==> src/rtl/output_port_arbiter_pkg.sv <==
// NoC-wide constants shared by the router and its per-output-port arbiters.
package pa_noc;

  localparam int N_PORTS      = 5;
  localparam int PACKET_WIDTH = 32;

  typedef enum logic [2:0] {
    LOCAL = 3'd0,
    NORTH = 3'd1,
    SOUTH = 3'd2,
    EAST  = 3'd3,
    WEST  = 3'd4
  } port_e;

endpackage

==> src/rtl/output_port_arbiter_rr_arbiter.sv <==
// Combinational round-robin picker: the first set request at or above ptr,
// wrapping from N-1 back to 0.
module rr_arbiter #(
  parameter int N  = 5,
  parameter int IW = (N > 1) ? $clog2(N) : 1
) (
  input  logic [N-1:0]  req,
  input  logic [IW-1:0] ptr,
  output logic [N-1:0]  grant,
  output logic [IW-1:0] index,
  output logic          any
);

  // Scan N candidates starting at ptr; the first hit wins and later hits are ignored.
  always_comb begin
    int cand;
    grant = '0;
    index = '0;
    any   = 1'b0;
    cand  = 0;
    for (int off = 0; off < N; off++) begin
      cand = int'(ptr) + off;
      if (cand >= N) cand = cand - N;
      if (!any && req[cand]) begin
        any         = 1'b1;
        grant[cand] = 1'b1;
        index       = IW'(cand);
      end
    end
  end

endmodule

==> src/rtl/output_port_arbiter.sv <==
// One output port of the router: round-robin pops one head packet per cycle
// into a single registered output slot, holding it under backpressure.
module output_port_arbiter
  import pa_noc::*;
#(
  parameter int N_REQ   = 5,
  parameter int STALL_W = 8
) (
  input  logic                          i_clk,
  input  logic                          i_rst,
  input  logic [N_REQ-1:0]              i_req,
  input  logic [N_REQ*PACKET_WIDTH-1:0] i_data,
  output logic [N_REQ-1:0]              o_pop,
  output logic [PACKET_WIDTH-1:0]       o_data,
  output logic                          o_valid,
  input  logic                          i_ready,
  output logic [$clog2(N_REQ)-1:0]      o_grantIdx,
  output logic [STALL_W-1:0]            o_stallCount
);

  localparam int IW = $clog2(N_REQ);

  logic [IW-1:0]           ptr_q, ptr_d;
  logic [PACKET_WIDTH-1:0] data_q, data_d;
  logic                    valid_q, valid_d;
  logic [IW-1:0]           idx_q, idx_d;
  logic [STALL_W-1:0]      stall_q, stall_d;

  logic [N_REQ-1:0]        grant;
  logic [IW-1:0]           sel_idx;
  logic                    any_req;
  logic                    slot_free;
  logic                    pop_en;
  logic [PACKET_WIDTH-1:0] sel_data;

  rr_arbiter #(
    .N  (N_REQ),
    .IW (IW)
  ) u_rr (
    .req   (i_req),
    .ptr   (ptr_q),
    .grant (grant),
    .index (sel_idx),
    .any   (any_req)
  );

  assign slot_free = !valid_q || i_ready;
  // Reset gates the pop so no FIFO loses a packet while the slot is being cleared.
  assign pop_en    = slot_free && any_req && !i_rst;
  assign o_pop     = pop_en ? grant : '0;

  // Only the granted slice reaches the mux output, so X on idle inputs stays out.
  always_comb begin
    sel_data = '0;
    for (int k = 0; k < N_REQ; k++) begin
      if (grant[k]) sel_data = i_data[k*PACKET_WIDTH +: PACKET_WIDTH];
    end
  end

  // Next-state for pointer, output slot and saturating stall counter.
  always_comb begin
    ptr_d   = ptr_q;
    data_d  = data_q;
    valid_d = valid_q;
    idx_d   = idx_q;
    stall_d = stall_q;
    if (pop_en) begin
      data_d  = sel_data;
      idx_d   = sel_idx;
      valid_d = 1'b1;
      ptr_d   = (sel_idx == IW'(N_REQ - 1)) ? '0 : sel_idx + 1'b1;
    end else if (valid_q && i_ready) begin
      valid_d = 1'b0;
    end
    if (valid_q && !i_ready && (stall_q != '1)) begin
      stall_d = stall_q + 1'b1;
    end
  end

  // State registers with synchronous reset; a held packet is simply discarded.
  always_ff @(posedge i_clk) begin
    if (i_rst) begin
      ptr_q   <= '0;
      data_q  <= '0;
      valid_q <= 1'b0;
      idx_q   <= '0;
      stall_q <= '0;
    end else begin
      ptr_q   <= ptr_d;
      data_q  <= data_d;
      valid_q <= valid_d;
      idx_q   <= idx_d;
      stall_q <= stall_d;
    end
  end

  assign o_data       = data_q;
  assign o_valid      = valid_q;
  assign o_grantIdx   = idx_q;
  assign o_stallCount = stall_q;

endmodule
==> config.mk <==
export PLATFORM = sky130hd
export DESIGN_NAME = output_port_arbiter
export DESIGN_NICKNAME = d
export VERILOG_FILES = /design/src/rtl/output_port_arbiter_pkg.sv /design/src/rtl/output_port_arbiter_rr_arbiter.sv /design/src/rtl/output_port_arbiter.sv
export SDC_FILE = /design/constraint.sdc
export NUM_CORES = 1
export LEC_CHECK = 0
export BUFFER_PORTS_ARGS = -buffer_cell sky130_fd_sc_hd__buf_4
export CORE_ASPECT_RATIO = 1.75
export CORE_MARGIN = 2
export CORE_UTILIZATION = 30
export DETAILED_ROUTE_END_ITERATION = 7
export GPL_TIMING_DRIVEN = 0
export PLACE_DENSITY_LB_ADDON = 0.08
export SLEW_MARGIN = 15
export SYNTH_ARGS = -nofsm -noshare
export SYNTH_HDL_FRONTEND = slang
export SYNTH_HIERARCHICAL = 1
export SYNTH_SLANG_ARGS = --single-unit
==> constraint.sdc <==
create_clock -name i_clk -period 10.8 [get_ports i_clk]
set_clock_uncertainty 0.15 [all_clocks]
set_input_delay 2.16 -clock i_clk [delete_from_list [all_inputs] [get_ports i_clk]]
set_output_delay 2.16 -clock i_clk [all_outputs]
set_load 0.03 [all_outputs]
Yosys cells after proc, flatten, opt, wreduce, memory -nomap -nowiden

Cells that the tools add are included.

Register bits: 47
Word-level logic and storage cells: 114

Add/subtract/negate cells: 11
Order comparisons: 15
Equality and inequality tests: 2
Multiplexer cells: 54
Bitwise gates (word level): 4
Reduce and logical (&&, ||, !) cells: 23

Operators by type and width:

| cell                    | count |
|---|---|
| $mux W32                | 10 |
| $ge A32 B1 Y1 const B   | 5 |
| $lt A32 B5 Y1 const B   | 5 |
| $ge A32 B4 Y1 const B   | 4 |
| $sub A32 B4 Y32 const B | 4 |
| $mux W5                 | 6 |
| $mux W1                 | 22 |
| $or A5 B5 Y5            | 4 |
| $mux W3                 | 6 |
| $bmux W1 S3             | 5 |
| $demux W1 S3            | 5 |
| $logic_and A1 B1 Y1     | 14 |
| $add A3 B2 Y4 const B   | 2 |
| $add A8 B1 Y8 const B   | 1 |
| $ne A8 B8 Y1 const B    | 1 |
| $logic_not A1 Y1        | 7 |
| $add A3 B1 Y4 const B   | 1 |
| $add A3 B3 Y4 const B   | 1 |
| $sub A3 B3 Y4 const B   | 1 |
| $add A3 B1 Y3 const B   | 1 |
| $eq A3 B3 Y1 const B    | 1 |
| $ge A3 B3 Y1 const B    | 1 |
| $reduce_bool A2 Y1      | 1 |
| $logic_or A1 B1 Y1      | 1 |

Logic depth before layout (Yosys ltp)

Word-level depth: 23
Depth in mapped cells: 22

By module

Netlist, hierarchy kept.

Modules (own cells, without submodules):

| module              | times used | cells an instance | area an instance (µm²) |
|---|---|---|---|
| output_port_arbiter | 1          | 384               | 3,140.5 |
| rr_arbiter          | 1          | 243               | 1,664.1 |

Worst setup path before layout

OpenSTA, ideal clock, no wires.

Path type: input port to output port
Start point: in i_req[0]
End point: out o_pop[3]
Arrival time: 4.693 ns
Data required time: 8.490 ns
Path slack: 3.797 ns
Stages: 12
Path buffers: 2
Path through: nor4_1 > nor3_1 > a2bb2oi_1 > a221o_1 > a211o_4 > nor3_4 > and3_4 > a211o_1 > buf_2 > inv_1 > buf_2 > nor2_1

RTL lines:

| element                                     | line                                 | text |
|---|---|---|
| start: declaration                          | output_port_arbiter.sv:11            | `input logic [N_REQ-1:0] i_req,` |
| $bmux W1 S3                                 | output_port_arbiter_rr_arbiter.sv:24 | `if (!any && req[cand]) begin` |
| $mux W1 (implied by the code) (2 in series) | output_port_arbiter_rr_arbiter.sv:24 |  |
| $mux W1                                     | output_port_arbiter_rr_arbiter.sv:24 |  |
| $logic_not A1 Y1                            | output_port_arbiter_rr_arbiter.sv:24 |  |
| $logic_and A1 B1 Y1                         | output_port_arbiter_rr_arbiter.sv:24 |  |
| $mux W1                                     | output_port_arbiter_rr_arbiter.sv:24 |  |
| $logic_not A1 Y1                            | output_port_arbiter_rr_arbiter.sv:24 |  |
| $logic_and A1 B1 Y1                         | output_port_arbiter_rr_arbiter.sv:24 |  |
| $mux W1                                     | output_port_arbiter_rr_arbiter.sv:24 |  |
| $logic_not A1 Y1                            | output_port_arbiter_rr_arbiter.sv:24 |  |
| $logic_and A1 B1 Y1                         | output_port_arbiter_rr_arbiter.sv:24 |  |
| $mux W1                                     | output_port_arbiter_rr_arbiter.sv:24 |  |
| $logic_not A1 Y1                            | output_port_arbiter_rr_arbiter.sv:24 |  |
| $logic_and A1 B1 Y1                         | output_port_arbiter_rr_arbiter.sv:24 |  |
| $mux W5 *                                   | output_port_arbiter_rr_arbiter.sv:24 |  |
| named net grant[3]                          | output_port_arbiter.sv:29            | `logic [N_REQ-1:0] grant;` |
| $mux W5 *                                   | output_port_arbiter.sv:50            | `assign o_pop = pop_en ? grant : '0;` |
| end: declaration                            | output_port_arbiter.sv:13            | `output logic [N_REQ-1:0] o_pop,` |

The timed path passes the listed nets; every way through them passes the cells marked *. The select of a mux whose other input is x is not followed.

Worst setup path in the final report

Start point: reg ptr_q[1]
End point: out o_pop[4]

RTL lines:

| element                                                  | line                                 | text |
|---|---|---|
| start: declaration                                       | output_port_arbiter.sv:23            | `logic [IW-1:0] ptr_q, ptr_d;` |
| start signal: assignment                                 | output_port_arbiter.sv:89            | `ptr_q <= ptr_d;` |
| branches (longest 17 deep; another with $sub A32 B4 Y32) | -                                    |  |
| $mux W5 *                                                | output_port_arbiter_rr_arbiter.sv:24 |  |
| named net grant[4]                                       | output_port_arbiter.sv:29            |  |
| $mux W5 *                                                | output_port_arbiter.sv:50            |  |

Mark *: on every way through the listed nets, which the timed path passes. The select of a mux whose other input is x is not followed.

==> reports/qor.txt <==
Area delta synth->final = 42.53%
DRT iter0 DRCs = 271
Tightest Pin Transition = 607.0 ps
Slowest CP cell = dfxtp_1
Met1 wire length = 7468 um
Starting Density = 30.41%
CTS Buf Count = 5
RSZ-0062 raised after global routing = false
Antenna-violating nets left = 0
Largest stage delay on the critical path = 660 ps
Total Die Area = 0.01708 mm2
Crit path cell chain = inv_1, ha_1, clkbuf_1, nand2b_1, o21ai_0, ha_1, nor2b_1, o21ai_0, and2_1, a2111oi_0, a32oi_1, o41ai_1, a211o_1, buf_2, clkbuf_1, and2_1, buf_4
Clock buffer depth = 2
Layout Nets = 1034
TritonCTS clock tree = done
Chip Width = 99.67 um
Root buf cell = clkbuf_16
DRC = 0
Setup TNS = 0 ps
Clock latency on the worst-skew pair = 290 ps
Largest net degree at the start of global routing = 16
Pre-antenna DRT Iters = 5
FP Rows = 61
Hold buffers post-CTS = 0
Placed cell area = 0.006655 mm2
Finished layout cell area = 0.006848 mm2
Startpoint types = flip-flop
Avg Vias per Cell = 5.764
Final worst setup slack = 3020 ps
Slew Viols, Final = 0
Global placement routability congestion = 0.9149
Final hold vios = 0
Distinct cells, synth = 80
Post-Synthesis Cells = 627
Pwr dens = 376.8 mW/mm2
Fmax achieved = 128.5 MHz
Layout cells sized above 1 = 36.94%
Arrival time worst endpoint = 5470 ps
Met2 wire length = 10980 um
Worst-path clk slew = 70 ps
Global-route wire length before repair = 31490 um
Final setup fails = 0
Initial antenna violation count = 0
R2r endpoint = o_data[24]
Status = complete, no violations
Htree depth = 2
Period minus WS final = 7780 ps
Worst rel slew slack = 58.49%
N_diodes = 0
Crit path launch = ptr_q[1]
Via count = 5989
Hold_sp = o_grantIdx[1]
Total GRT Usage = 23.64%
Final period util = 72.04%
Synth Area per Inst = 7.663 um2
WHS Path Cells = 2
WL per Instance = 20.43 um
Main synth FF type = dfxtp_1
Post-CTS setup buffers = 0
Max-cap violations = 0
Overflow after GRT = 0
Cell leakage power = 0.002979 uW
Gates resized, CTS repair = 0
R2r setup slk = 5300 ps
Required @ worst endpoint = 8490 ps
Total wire length = 21230 um
Critical path type = flip-flop to output port
DPL Wire Length = 17100 um
Core Box Area = 0.01580 mm2
Placement Setup Slack = 3272 ps
Hold endpoint = o_grantIdx[1]
Worst min-delay path class = flip-flop to flip-flop
Syn Nets = 812
Critical Path Fanout Max = 11
Clock tree sinks = 47
Async SR Flop Fraction = 0%
Maximum vdd ir drop = 0.0002021 V
Met3 wire len = 1544 um
Sequential-to-total area share from yosys stat = 19.58%
Design Power = 2580 uW
CP endpoint kind = output port
Highest routed layer = met4
Yosys reg bits = 47
Hold_ws = 308.4 ps
Post-synth EDFFs = 0
R2R cell count = 18
Yosys Warn Count = 6
Vias in the first global route = 5922
R2r startpoint = ptr_q[1]
Die Y = 171.4 um
# port buffers = 215
Syn Std Cell Area = 0.004805 mm2
Ports = 217
[routing by layer]
layer	GRT usage (%)	vias to the layer above
met3	5.242	55
met1	24.01	2819
met4	13.88	0
met2	43.57	275
met5	0	-
li1	-	2840
[metrics by stage]
stage	std cells	utilization (%)
after floorplan	627	-
after global placement	1031	42.12
after detailed placement	1031	42.12
after CTS	1039	43.34
after global routing	1039	43.34
final	1039	43.34
[synthesized netlist by cell type, types with 2 or more instances]
cell	n	share of area [%]
a2111oi_0	4	0.73
a211o_1	4	0.73
a211oi_1	3	0.47
a21o_1	4	0.63
a21oi_1	62	6.5
a221oi_1	3	0.55
a221oi_2	30	9.4
a22o_1	32	5.8
a22oi_1	2	0.31
a311o_1	2	0.42
a31o_2	3	0.55
a32oi_1	5	0.91
a41o_1	2	0.42
and2_1	8	1.0
and3_1	2	0.26
buf_2	25	2.6
buf_4	3	0.47
buf_6	11	2.6
clkbuf_1	11	0.86
dfxtp_1	47	20
ha_1	16	4.2
inv_1	9	0.70
mux2_2	2	0.47
mux2i_1	10	2.1
nand2_1	92	7.2
nand2b_1	7	0.91
nand3_1	12	1.3
nand3b_1	2	0.31
nor2_1	40	3.1
nor2_4	2	0.47
nor2b_1	9	1.2
nor3_1	16	1.7
nor3b_1	3	0.47
nor4_1	4	0.52
o211ai_1	3	0.47
o21a_1	3	0.47
o21ai_0	48	5.0
o22a_1	2	0.36
o22ai_1	32	4.2
o2bb2ai_1	2	0.36
o31ai_1	2	0.31
o41ai_1	2	0.36
or3_1	5	0.65
or3b_2	2	0.36
xor2_1	4	0.73
[cell families after synthesis]
kind of cell / count (synthesis) / synth area share (%)
buffers and inverters: 62 / 7.448
xor gates and xnor gates: 5 / 0.9114
adders and majority gates: 17 / 4.583
muxes: 13 / 3.021
DFF: 47 / 19.58
and+or+nand+nor: 220 / 22.79
AOI/OAI and AO/OA: 263 / 41.67
[flip-flops by register name (all words and copies together), names as in the netlist]
register	flops
o_data	32
o_grantIdx	3
o_stallCount	8
o_valid	1
ptr_q	3
[worst max-delay path: cells and delay by family, from the launching register on]
kind                     cells  cell delay [ps]
flip-flops                   1              660
AO/OA/AOI/OAI                6             1400
adder cells (fa/ha/maj)      2              700
buffers and inverters        5             1610
AND/OR/NAND/NOR              4              820
[power breakdown]
| part | switching (uW) | internal (uW) | leakage, uW |
|---|---|---|---|
| sequential | 35.6 | 225 | 0.000386 |
| combinational | 1240 | 870 | 0.00250 |
| clock | 74.7 | 133 | 0.0000900 |
[worst max path at each step]
stage,end,slack (ps),cells past startpoint
2_1_floorplan,o_pop[3],3800,12
6_report,o_pop[4],3020,17
4_1_cts,o_pop[4],3100,17
3_3_place_gp,o_pop[4],3250,12
5_1_grt,o_pop[4],2700,17
3_5_place_dp,o_pop[4],3270,12
[cell usage in the layout, fill, tap and decap left out, types with 10 or more instances in the layout]
| cell type | netlist | layout |
|---|---|---|
| a21oi_1 | 62 | 62 |
| a221oi_2 | 30 | 30 |
| a22o_1 | 32 | 32 |
| buf_2 | 25 | 25 |
| buf_4 | 3 | 218 |
| buf_6 | 11 | 11 |
| clkbuf_1 | 11 | 11 |
| dfxtp_1 | 47 | 47 |
| ha_1 | 16 | 16 |
| mux2i_1 | 10 | 10 |
| nand2_1 | 92 | 92 |
| nand3_1 | 12 | 12 |
| nor2_1 | 40 | 40 |
| nor3_1 | 16 | 16 |
| o21ai_0 | 48 | 48 |
| o22ai_1 | 32 | 32 |
[cell type report]
class | instances | area, um2
Timing Repair Buffer | 215 | 1614
Clock inverter | 3 | 67.56
Inverter | 11 | 41.29
Buffer | 51 | 316.6
Clock buffer | 5 | 125.1
Fill cell | 1633 | 8951
Multi-Input combinational cell | 518 | 3506
Tap cell | 189 | 236.5
Sequential cell | 47 | 940.9
No activity file was read; power rests on OpenSTA's default activity.
